$ cat src/rtl/data_mem_responder.sv
// Data-memory responder for LDR/STR strobes; BOUNDS_CHECK_EN flags addr >= DEPTH with err.
// Latency: request sampled at edge N, ack/err pulse in cycle N+WAIT_STATES+1.
// Backpressure: busy held while a request is outstanding; requester holds strobes until ack.
`timescale 1ns/1ps
module data_mem_responder #(
   parameter int DATA_W      = 16,
   parameter int ADDR_W      = 8,
   parameter int DEPTH       = 200,
   parameter int WAIT_STATES = 2
) (
   input  logic              clk,
   input  logic              rst_n,
   input  logic              rd_mem,
   input  logic              wr_mem,
   input  logic [ADDR_W-1:0] addr,
   input  logic [DATA_W-1:0] wdata,
   output logic [DATA_W-1:0] rdata,
   output logic              ack,
   output logic              busy,
   output logic              err
);

   typedef enum logic [1:0] {S_IDLE, S_WAIT, S_RESP} state_t;

   localparam logic [3:0] WS = 4'(WAIT_STATES);

   state_t            state, state_nxt;
   logic [3:0]        cnt, cnt_nxt;
   logic              op_wr, op_wr_nxt;
   logic [ADDR_W-1:0] addr_q, addr_nxt;
   logic [DATA_W-1:0] wdata_q, wdata_nxt;
   logic              err_nxt;

   // Access performed on the edge entering RESP, using either live or latched request fields.
   logic              do_access;
   logic              acc_wr;
   logic [ADDR_W-1:0] acc_addr;
   logic [DATA_W-1:0] acc_wdata;
   logic              in_range;

   logic [DATA_W-1:0] mem [0:DEPTH-1];

   always_comb begin
      state_nxt = state;
      cnt_nxt   = cnt;
      op_wr_nxt = op_wr;
      addr_nxt  = addr_q;
      wdata_nxt = wdata_q;
      err_nxt   = 1'b0;
      do_access = 1'b0;
      acc_wr    = op_wr;
      acc_addr  = addr_q;
      acc_wdata = wdata_q;
      busy      = 1'b0;
      ack       = 1'b0;
      case (state)
         S_IDLE: begin
            busy      = rd_mem | wr_mem;
            acc_wr    = wr_mem;
            acc_addr  = addr;
            acc_wdata = wdata;
            if (rd_mem & wr_mem) begin
               // Conflicting strobes: no access, complete immediately with err.
               state_nxt = S_RESP;
               err_nxt   = 1'b1;
            end else if (rd_mem | wr_mem) begin
               op_wr_nxt = wr_mem;
               addr_nxt  = addr;
               wdata_nxt = wdata;
               cnt_nxt   = WS;
               if (WS == 4'd0) begin
                  state_nxt = S_RESP;
                  do_access = 1'b1;
               end else begin
                  state_nxt = S_WAIT;
               end
            end
         end
         S_WAIT: begin
            busy    = 1'b1;
            cnt_nxt = cnt - 4'd1;
            if (cnt <= 4'd1) begin
               state_nxt = S_RESP;
               do_access = 1'b1;
            end
         end
         S_RESP: begin
            ack       = 1'b1;
            state_nxt = S_IDLE;
         end
         default: state_nxt = S_IDLE;
      endcase

      in_range = (int'(acc_addr) < DEPTH);
`ifdef BOUNDS_CHECK_EN
      if (do_access && !in_range) err_nxt = 1'b1;
`endif
   end

   always_ff @(posedge clk or negedge rst_n) begin
      if (!rst_n) begin
         state   <= S_IDLE;
         cnt     <= 4'd0;
         op_wr   <= 1'b0;
         addr_q  <= '0;
         wdata_q <= '0;
         rdata   <= '0;
         err     <= 1'b0;
      end else begin
         state   <= state_nxt;
         cnt     <= cnt_nxt;
         op_wr   <= op_wr_nxt;
         addr_q  <= addr_nxt;
         wdata_q <= wdata_nxt;
         err     <= err_nxt;
         if (do_access && !acc_wr) begin
            rdata <= in_range ? mem[acc_addr] : '0;
         end
      end
   end

   // RAM is not reset; rst_n gating keeps a held strobe from committing while in reset.
   always_ff @(posedge clk) begin
      if (rst_n && do_access && acc_wr && in_range) begin
         mem[acc_addr] <= acc_wdata;
      end
   end

endmodule

$ cat config.mk
export PLATFORM = sky130hd
export DESIGN_NAME = data_mem_responder
export DESIGN_NICKNAME = d
export VERILOG_FILES = /design/src/rtl/data_mem_responder.sv
export SDC_FILE = /design/constraint.sdc
export NUM_CORES = 2
export LEC_CHECK = 0
export ABC_CLOCK_PERIOD_IN_PS = 13700
export CAP_MARGIN = 5
export CORE_ASPECT_RATIO = 0.9
export CORE_MARGIN = 1
export CORE_UTILIZATION = 60
export CTS_BUF_LIST = sky130_fd_sc_hd__clkbuf_16
export DETAILED_ROUTE_END_ITERATION = 6
export HOLD_SLACK_MARGIN = 0.12
export PLACE_DENSITY = 0.8
export SYNTH_ARGS = -nofsm -noshare
export SYNTH_HDL_FRONTEND = slang
export SYNTH_SLANG_ARGS = --single-unit
$ cat constraint.sdc
create_clock -name clk -period 13.7 [get_ports clk]
set_input_delay 2.74 -clock clk [delete_from_list [all_inputs] [get_ports clk]]
set_output_delay 2.74 -clock clk [all_outputs]
set_load 0.03 [all_outputs]
### Yosys cells after proc, flatten, opt, wreduce, memory -nomap -nowiden

Memory sizes are Yosys's and may differ from the RTL's.
Index checks and enable logic that the tools add are counted.
Widths: inputs -> output; s select.

| cells by class | value |
|---|---|
| div/mod/pow operators | 0 |
| $lt $le $gt $ge | 2 |
| reduce and logical (&&, ||, !) cells | 10 |
| add/sub/neg operators | 1 |
| shift-type cells | 0 |
| equality and inequality tests | 6 |
| mux-type cells | 19 |
| multiply operators | 0 |
| bitwise logic cells | 3 |

Operators with widths:

| cell | count |
|---|---|
| $mux 16 | 2 |
| $lt 8x8->1 const B | 1 |
| $mux 1 | 8 |
| $mux 4 | 2 |
| $mux 8 | 1 |
| $pmux 4 s2 | 1 |
| $mux 2 | 3 |
| $ne 2x2->1 const B | 3 |
| $reduce_and 3->1 | 2 |
| $le 4x1->1 const B | 1 |
| $logic_and 1x1->1 | 4 |
| $pmux 2 s2 | 1 |
| $sub 4x1->4 const B | 1 |
| $ne 3x3->1 const B | 1 |
| $eq 2x1->1 const B | 1 |
| $eq 2x2->1 const B | 1 |
| $logic_not 2->1 | 1 |
| $pmux 1 s2 | 1 |
| $reduce_and 2->1 | 1 |
| $reduce_bool 2->1 | 1 |
| $and 1x1->1 | 1 |
| $logic_not 1->1 | 1 |
| $not 1->1 | 1 |
| $or 1x1->1 | 1 |

| word-level totals | value |
|---|---|
| latch bits | 0 |
| bits in read-only memories | 0 |
| register bits | 48 |
| bits of input ports | 28 |
| logic and storage cells | 49 |
| output and inout bits | 19 |
| RAM bits | 3200 |
| memories | 1 |

Memories:

| name | depth | bits a word | rd ports | clocked after memory_dff | write ports | line | RTL |
|---|---|---|---|---|---|---|---|
| mem | 200 | 16 | 1 | 0 | 1 | 41 | `logic [DATA_W-1:0] mem [0:DEPTH-1];` |

### Logic depth before layout (Yosys ltp)

| depth | value |
|---|---|
| depth after elaboration | 8 |
| mapped depth | 13 |
| mapped depth without buffers | 9 |

### Worst setup path before layout

Ideal clock, no wire load.

| timing | value |
|---|---|
| kind | in2out |
| start | input port rd_mem |
| end | output port busy |
| data arrival time | 3.484 ns |
| stages | 3 |
| required time | 10.960 ns |
| path slack | 7.476 ns |
| buffers on the path | 0 |
| cell sequence | inv_1 ha_1 a21oi_1 |

| on the way | value |
|---|---|
| longest elaborated chain between the ends | 2 |

Ends and longest elaborated chain:

| element | line | RTL |
|---|---|---|
| start: declaration | 13 | `input logic rd_mem,` |
| $or 1x1->1 | 58 | `busy = rd_mem \| wr_mem;` |
| $pmux 1 s2 | 56 | `case (state)` |
| end: declaration | 19 | `output logic busy,` |

No other way between the ends.

### Worst setup path after layout

| timing | value |
|---|---|
| start | input port addr[0] |
| end | register rdata[2] |

| on the way | value |
|---|---|
| longest elaborated chain between the ends | 3 |
| elaborated cells between the ends (all ways) | 4 |
| classes of those cells | order compare (1); mux (2); memory (1) |

Ends and longest elaborated chain:

| element | line | RTL |
|---|---|---|
| start: declaration | 15 | `input logic [ADDR_W-1:0] addr,` |
| $mux 8 (*) | 56 |  |
| $mem_v2 200x16 or $lt 8x8->1 (tied branches) | - |  |
| $mux 16 (*) | 117 | `rdata <= in_range ? mem[acc_addr] : '0;` |
| end signal: assignment | 117 |  |
| end: declaration | 17 | `output logic [DATA_W-1:0] rdata,` |

Every way passes the cells marked *; elsewhere a longest branch is shown, timed or not.
A chain may end at the register's enable or synchronous reset.

==> metrics.txt <==
Layout Cells excl Fill between 10000 and 15000; Worst Tran Pin Value 1.52 ns; Synth warnings 0; post-synthesis simple-gate area fraction under 10%; remaining antenna violation count 0; vias per inst 7.46; Worst EP arrival 8.74 ns; Peak supply drop approximately 0.27 mV; vias approximately 76000; Fill cells roughly 12000; Crit path max-delay family compound AO/OA/AOI/OAI gates; hold buffers post-CTS 0; final setup TNS 0 ns; RSZ-0062 raised after global routing false; vias in the first global route approximately 72000; dpl hpwl about 190000 um; Final Hold Viols 0; initial antenna violation count 20; nets@finish 7400; slowest stage delay, CP 1.07 ns; Placed Cells about 9600; total CTS buffers 312; final-report max-slew violation count 14; Tightest Hold Check Type register to register; Synth area leader edfxtp_1; sequential-to-total area share from yosys stat slightly above 80%; Worst setup EP type register; Seq. cell area around 97000 um^2; adder-cell share of the synthesized area 0.0525%; largest net degree at the start of global routing 134; Clk Tree Root Cell clkbuf_16; Max Clk Rate about 130 MHz; outcome finished, violations left; PD cells roughly 250 nW/um^2; critical path type primary input to register; Post-Syn Area between 100000 and 150000 um^2; CTS tree done; Hold Path End wdata_q[2]; utilization after layout about two thirds; number of synthesized register bits approximately 3200; Worst Min Path Start wdata_q[2]; # rows between 150 and 200; max cap viols 2; Slew HR -1.73%; Post-Synth XOR/XNOR Area 0%; GRT Total Usage roughly 34%; Most common cell on crit path nor3_1; r2r startpoint state[1]; crit start category primary input; worst-skew pair later-pin latency 0.94 ns; CP max-delay cell o21ai_0; share of layout cells above drive strength 1 10.9%; area grow syn2layout 11.5%; RD Place Congestion around 0.92; clk_skew 0.0799 ns; Post-DP Area 124000 um^2; reg2reg path depth 12; clock buffer depth 4; crit path time final 7.91 ns; full die area between 200000 and 250000 um^2; Top Ports 47; Compound-Gate Fraction of Synth Area a little over a tenth; core area roughly 200000 um^2; worst path cell trace clkdlybuf4s50_1 -> or4b_1 -> o21a_4 -> buf_4 -> buf_12 -> o22ai_1 -> nor3_1 -> nor3_1 -> o21ai_0 -> a41oi_1 -> nor4_1 -> a22o_1; cell count after synthesis 7169; DRC errors left 2; main combinational cell family by area after synthesis compound AO/OA/AOI/OAI gates; 1st-pass router iterations 7; Worst Hold Path Cells 1; Req. time, crit path 14.53 ns; PostCTS Resize Cnt 0; reg2reg end rdata[2]; Iter 0 DRT Violations 15400; WL per Instance roughly 34 um; Post-Route WL 349000 um; Worst Path Buf+Inv 3; Post-synth top flop edfxtp_1; Setup-failing EPs final 0; global-route wire length before repair about 500000 um; Synth top area share 80.6%; die width between 400 and 500 um; R2R Setup Slk between 6 and 7 ns; # clock sinks roughly 3200; CTS clk-pin slew, worst paths about 0.060 ns; Synth Net Count 7202; Async SR Flop Fraction about 1.5%; post-CTS setup buffer count 0; overall power between 30 and 40 mW; syn avg cell area about 17 um^2; Critical Path Fanout Max roughly 130; Netlist cell types 57; effective utilization at floorplan around three fifths; H-tree level count 5; Synth area leaders edfxtp_1, o22ai_1, nor3_1, buf_2, dfrtp_1; die height between 400 and 500 um; synth cell count leaders edfxtp_1, o22ai_1, nor3_1; Period Utilization, post-route between 50% and 60%; Port Buf Inserts 46; failing checks DRC, capacitance limit, slew limit; post-route cell area between 100000 and 150000 um^2; GR Overflow Total 0; cell leakage power between 40 and 50 nW; multi-input logic area 19800 um^2; most numerous cell in the Yosys netlist edfxtp_1; number of synthesized flops with an enable pin between 3000 and 4000; mux contribution to synthesized area less than 1%
## metal layers
layer / up-vias / global-route usage (%) / wire length [um]
li1: 30000 / - / -
met5: - / 0 / 106
met4: 16 / 17.4 / 20600
met3: 1357 / 13.2 / 64600
met2: 7799 / 49.3 / 152000
met1: 36700 / 45.8 / 112000
## cells by family (layout without fill, tap and decap cells)
logic type | count (synthesis) | in the layout
flip-flops | 3248 | 3248
buffers and inverters | 532 | 951
AND/OR/NAND/NOR | 1364 | 1364
AO/OA/AOI/OAI | 1990 | 1990
adder cells (fa/ha/maj) | 5 | 5
multiplexers | 30 | 30
other | 0 | 9
## layout by cell type (no fill, tap or decap), drive strengths merged, types with 23 or more instances in the layout
master,netlist,routed
dfrtp,48,48
inv,9,85
nand2,118,118
clkdlybuf4s50,0,45
a21oi,27,27
mux2,27,27
clkbuf,185,320
nor3,891,891
o21ai,227,227
o311ai,31,31
edfxtp,3200,3200
nor2,227,227
nand3,53,53
clkinv,0,124
o22ai,1497,1497
nand4,23,23
buf,338,362
a22oi,76,76
## layout make-up
class                   count  area share, %
diodes                      9         0.0169
flip-flops and latches   3248           73.2
inverters                   9         0.0254
clock buffers             320           6.02
multi-input cells        3389           14.9
clock inverters           215          0.918
well taps                2574           2.42
repair buffers            407           2.53
## worst max path at each step
stage | start | to | slack [ns] | depth (start not counted)
finish | addr[0] | rdata[2] | 5.79 | 12
global placement | addr[0] | rdata[2] | 5.46 | 12
CTS | addr[0] | rdata[2] | 6.30 | 12
global route | addr[0] | rdata[2] | 5.88 | 12
detailed placement | addr[0] | rdata[2] | 5.40 | 12
floorplan | rd_mem | busy | 7.48 | 3
## where the power goes
| part | internal (mW) | switching (mW) | total [mW] |
|---|---|---|---|
| Combinational | 2.63 | 9.32 | 11.9 |
| Clock | 4.42 | 3.54 | 7.96 |
| Sequential | 13.2 | 0.121 | 13.4 |
| Total | 20.3 | 13.0 | 33.3 |
## worst register-to-register path, cell delays in order, from the launching register on
cell	delay, ns
dfrtp_1	0.54
nor2_4	0.54
buf_4	0.50
o21a_4	0.74
buf_4	0.81
buf_12	0.65
o22ai_1	0.21
nor3_1	0.28
nor3_1	0.08
o21ai_0	1.07
a41oi_1	0.78
nor4_1	0.39
a22o_1	0.19
## registers in the layout, summed over array words and instances, names as in the netlist
| name | cells |
|---|---|
| state | 2 |
| op_wr | 1 |
| addr_q | 8 |
| cnt | 4 |
| mem | 3200 |
| rdata | 16 |
| err | 1 |
| wdata_q | 16 |
## per-stage QoR
stage / hold slack [ns] / worst slack, ns
6_report: 0.513 / 5.79
4_1_cts: 0.515 / 6.30
2_1_floorplan: 0.481 / 7.48
5_1_grt: 0.526 / 5.88
3_5_place_dp: 0.501 / 5.40
3_3_place_gp: 0.488 / 5.46
Note: power is estimated with default switching activity, not from simulation.
